$ cat src/rtl/pc_stack.sv
// pc_stack: program-counter bank with call/return stack pointer.
//
// One bank entry per call level. The entry at index sp is the active PC.
// A call (push) saves the return address by incrementing the active entry,
// then opens the next entry at the call target. A return (pop) moves sp back
// so the saved return address becomes active again.
//
// Ports:
//   clk      rising-edge clock for all state
//   rst      synchronous active-high reset
//   inc      increment active entry
//   load     write target into active entry (jump)
//   push     call: save return address, open new entry at target
//   pop      return: discard active entry
//   target   jump/call destination
//   clr_err  clear sticky error
//   pc_out   active entry value, bank[sp]
//   sp_out   active entry index
//   full     sp == DEPTH-1
//   empty    sp == 0
//   err      sticky error flag
//   err_code first error since last clear: 00 none, 01 overflow,
//            10 underflow, 11 push/pop conflict
module pc_stack #(
    parameter int              PC_W     = 9,
    parameter int              DEPTH    = 8,
    parameter logic [PC_W-1:0] RESET_PC = '0,
    localparam int             SP_W     = $clog2(DEPTH)
) (
    input  logic            clk,
    input  logic            rst,
    input  logic            inc,
    input  logic            load,
    input  logic            push,
    input  logic            pop,
    input  logic [PC_W-1:0] target,
    input  logic            clr_err,
    output logic [PC_W-1:0] pc_out,
    output logic [SP_W-1:0] sp_out,
    output logic            full,
    output logic            empty,
    output logic            err,
    output logic [1:0]      err_code
);

    localparam logic [SP_W-1:0] SP_TOP = SP_W'(DEPTH - 1);

    localparam logic [1:0] CODE_NONE     = 2'b00;
    localparam logic [1:0] CODE_OVERFLOW = 2'b01;
    localparam logic [1:0] CODE_UNDERFLW = 2'b10;
    localparam logic [1:0] CODE_CONFLICT = 2'b11;

    logic [PC_W-1:0] bank [DEPTH];
    logic [SP_W-1:0] sp;
    logic [SP_W-1:0] sp_up;

    logic conflict, do_push, do_pop, do_load, do_inc;
    logic overflow, underflow;
    logic raise;
    logic [1:0] raise_code;

    assign pc_out = bank[sp];
    assign sp_out = sp;
    assign full   = (sp == SP_TOP);
    assign empty  = (sp == '0);
    assign sp_up  = sp + SP_W'(1);

    // Priority: conflict > push > pop > load > inc. Any push or pop request,
    // legal or not, suppresses load and inc for that cycle.
    always_comb begin
        conflict  = push & pop;
        do_push   = push & ~pop & ~full;
        overflow  = push & ~pop & full;
        do_pop    = pop & ~push & ~empty;
        underflow = pop & ~push & empty;
        do_load   = load & ~push & ~pop;
        do_inc    = inc & ~load & ~push & ~pop;

        raise      = conflict | overflow | underflow;
        raise_code = CODE_NONE;
        if (conflict)
            raise_code = CODE_CONFLICT;
        else if (overflow)
            raise_code = CODE_OVERFLOW;
        else if (underflow)
            raise_code = CODE_UNDERFLW;
    end

    always_ff @(posedge clk) begin
        if (rst) begin
            sp <= '0;
        end else if (do_push) begin
            sp <= sp_up;
        end else if (do_pop) begin
            sp <= sp - SP_W'(1);
        end
    end

    // Only bank[sp] and, on a push, bank[sp+1] are ever addressed.
    always_ff @(posedge clk) begin
        for (int i = 0; i < DEPTH; i++) begin
            if (rst) begin
                bank[i] <= RESET_PC;
            end else if (SP_W'(i) == sp) begin
                if (do_push || do_inc)
                    bank[i] <= bank[i] + PC_W'(1);
                else if (do_load)
                    bank[i] <= target;
            end else if (do_push && SP_W'(i) == sp_up) begin
                bank[i] <= target;
            end
        end
    end

    // err_code keeps the first error; a clear in the same cycle as a new
    // error lets the new error's code through.
    always_ff @(posedge clk) begin
        if (rst) begin
            err      <= 1'b0;
            err_code <= CODE_NONE;
        end else if (raise) begin
            err <= 1'b1;
            if (!err || clr_err)
                err_code <= raise_code;
        end else if (clr_err) begin
            err      <= 1'b0;
            err_code <= CODE_NONE;
        end
    end

endmodule

$ cat config.mk
export PLATFORM = sky130hd
export DESIGN_NAME = pc_stack
export DESIGN_NICKNAME = d
export VERILOG_FILES = /design/src/rtl/pc_stack.sv
export SDC_FILE = /design/constraint.sdc
export NUM_CORES = 1
export LEC_CHECK = 0
export ABC_AREA = 1
export BUFFER_PORTS_ARGS = -buffer_cell sky130_fd_sc_hd__buf_2
export CORE_UTILIZATION = 62
export CTS_CLUSTER_DIAMETER = 120
export CTS_CLUSTER_SIZE = 10
export DETAILED_ROUTE_END_ITERATION = 12
export PLACE_DENSITY = 0.85
export RECOVER_POWER = 50
export SKIP_LAST_GASP = 1
export SYNTH_ARGS = -nofsm -noshare
export SYNTH_HDL_FRONTEND = slang
export SYNTH_SLANG_ARGS = --single-unit
$ cat constraint.sdc
create_clock -name clk -period 2.95 [get_ports clk]
set_clock_uncertainty 0.05 [all_clocks]
set_input_delay 0.1475 -clock clk [delete_from_list [all_inputs] [get_ports clk]]
set_output_delay 0.1475 -clock clk [all_outputs]
set_load 0.02 [all_outputs]
==> flow_summary.yaml <==
worst_hold_path:
  min_to: "err_code[0]"
  hp-class: "in2reg"
  hold_depth: 4
  hp-start: "clr_err"
power:
  seq_power_share: 0.477
  p_leak_nw: 3.14
  clock_power_share: 0.291
  p_sw_mw: 0.994
  pwr_density_cell_nw_per_um2: 465
  power.total_mw: 3.03
  intPower_mw: 2.03
  vdd.ir_drop.worst_uv: 277
  p_comb_frac: 0.232
  switching_share: 0.329
critical_path:
  crit_arrival_ns: 2.61
  critical_path_buf_inv_count: 0
  start_kind: "flop"
  cpMaxStageDelayCell: "dfxtp_1"
  path_cells: "ha_1 -> ha_1 -> nor2_4 -> nand2_4 -> nor2_1 -> nand2_1 -> nand2_1 -> nand2_1 -> nand3_1"
  crit_cells: 9
  reg2reg_depth: 9
  r2r_slack_ns: 0.31
  cp_max_fo: 10
  critical_path_required_ns: 2.92
  critPathKind: "reg2reg"
  cp_top_family: "simple AND/OR/NAND/NOR gates"
  cp-startpoint: "sp_out[0]"
  cp_common_cell: "nand2_1"
  r2r-start: "sp_out[0]"
  slowest_delay_ns: 0.36
  cp-end-kind: "flop"
  timing.rr.end: "bank[5][8]"
logic_synthesis:
  syn_nets: 911
  avgSynthCellArea_um2: 6.98
  ys_seq_elements: 81
  yosysSeqAreaShare: 0.382
  syn-cell-area_um2: 6130
  synth_cell_types: 31
  ys.warnings.count: 0
  ys_async_sr_fraction: 0
  synth_top_area_frac: 0.353
  synth_area_leaders: "edfxtp_1, nand2_1, nand3_1"
  synth_ff_type: "edfxtp_1"
  synth.most_common_cell: "nand2_1"
  synth_area_leader_cell: "edfxtp_1"
  synth_edf_count: 72
  postSynthCellCount: 878
  synthTopCellsByCount: "nand2_1, nand3_1, inv_1, edfxtp_1, o21ai_0"
grt:
  grtUsageTotal: 0.345
  grt.overflow.total: 0
  grt_max_degree: 40
  antenna_found_initial: 0
  grt_pass1_wl_um: 26800
  grt_pass1_vias: 5568
clock_network:
  path_clk_slew_ns: 0.08
  cts_setup_buffers: 0
  clkSinkCount: 81
  h-tree-depth: 3
  holdBufCountCts: 0
  cts_buffer_depth: 2
  cts_tree: "done"
  clk_latency_ns: 0.36
  cts.repair.resized: 0
  cts-root-buf: "clkbuf_8"
  cts_inserted_buffers: 9
routing:
  drcViolationCount: 0
  avgViaCountPerCell: 5.86
  routedWlPerCell_um: 16.0
  wl_met1_um: 6560
  wl_met2_um: 7530
  drtIter0Drc: 586
  wirelength_um: 16500
  dr.pass1.iters: 5
  wl_met3_um: 1900
  vias: 6048
  postRouteAntennaNets: 0
  maxUsedRoutingLayer: "met4"
floorplanning:
  rows: 35
  ios: 33
  die_y_um: 101
  dieArea_um2: 10300
  die-width_um: 101
  coreArea_um2: 9420
  floorplan.initialDensity: 0.651
final_layout:
  area_growth_pct: 6.22
  stdcell_count: 1032
  drive_above_1_share: 0.0842
  fin_nets: 931
  fin_util: 0.692
  fillers: 776
  diodes: 0
outcome:
  status: "completed"
timing:
  max_freq_mhz: 379
  period_share: 0.894
  final.setup.tns_ns: 0
  setup_viol: 0
  whs_ns: 0.0824
  rsz0062_at_grt: "no"
  hold_violations: 0
  slew_headroom: 0.422
  slew_violations: 0
  tightest_slew_ns: 0.866
  fin_crit_ns: 2.64
placed_design:
  dp.cells: 1016
  hpwl_um: 12200
  io_buffers: 32
  gp_congestion: 0.951
flow_run:
  drv_cap: 0
[per-stage QoR]
stage / instance area [µm²] / setup WS (ns)
after detailed placement: 6360 / 0.460
after global placement: 6360 / 0.577
after floorplan: 6130 / 0.594
after CTS: 6570 / 0.440
final: 6510 / 0.314
after global routing: 6510 / 0.169
[layout make-up]
cell class,instances,area [µm²],area share
clock buffer,10,128,0.0196
inverter,121,454,0.0697
sequential,81,2340,0.360
clock inverter,6,82.6,0.0127
tap,129,161,0.0248
multi-input combinational,648,3160,0.485
timing repair buffer,37,188,0.0288
[metal layers]
metal | GRT usage | up-vias
met2 | 0.556 | 326
met1 | 0.446 | 2741
li1 | - | 2935
met4 | 0.129 | 0
met3 | 0.0939 | 46
met5 | 0 | -
[cells in the final DEF, fill, tap and decap left out, types with 2 or more instances in the layout]
cell	n
clkbuf_8	9
o22ai_2	2
o21bai_1	3
xor2_1	2
clkinv_1	2
nand4_1	14
edfxtp_1	72
nor3_1	8
nand2_1	259
ha_1	17
dfxtp_1	9
inv_1	120
nor2_2	4
nand3b_1	2
o21ai_0	53
nand2_2	3
nand3_1	161
bufinv_16	2
a21oi_1	37
buf_4	5
or2_2	10
nor2_4	3
buf_2	24
clkinvlp_4	2
nor2_1	51
clkbuf_1	9
o21a_1	6
a21oi_2	6
nand2_4	3
[worst reg2reg max path: cells and delay by family, from the launching register on]
kind	cells	cell delay (ns)
flops	1	0.36
simple gates	7	1.31
fa+ha+maj	2	0.58
[power groups by stage]
stage / sequential (mW) / combinational, mW / clock [mW]
after CTS: 1.44 / 0.695 / 0.876
after global placement: 1.46 / 0.665 / 0
after floorplan: 1.45 / 0.496 / 0
final: 1.44 / 0.703 / 0.880
after global routing: 1.46 / 0.772 / 0.920
after detailed placement: 1.47 / 0.691 / 0
[logic make-up (layout without fill, tap and decap cells)]
| group | count (synthesis) | count (layout) | share of synthesized area |
|---|---|---|---|
| adders and majority gates | 17 | 17 | 0.0347 |
| DFF | 81 | 81 | 0.382 |
| AOI/OAI and AO/OA | 109 | 109 | 0.0998 |
| and+or+nand+nor | 519 | 519 | 0.383 |
| buffers and inverters | 149 | 174 | 0.0957 |
| xor gates and xnor gates | 3 | 3 | 0.00429 |
[flip-flops by register name, summed over array words and instances (netlist names), named ones only]
register,count
bank,72
sp_out,3
err_code,2
err,1
[worst max-delay path by stage]
stage,slack [ns],end
3_3_place_gp,0.58,bank[5][8]
2_1_floorplan,0.59,bank[5][0]
6_report,0.31,bank[5][8]
3_5_place_dp,0.46,bank[5][8]
4_1_cts,0.44,bank[6][7]
5_1_grt,0.17,bank[5][2]
(Power assumes the default switching activity.)
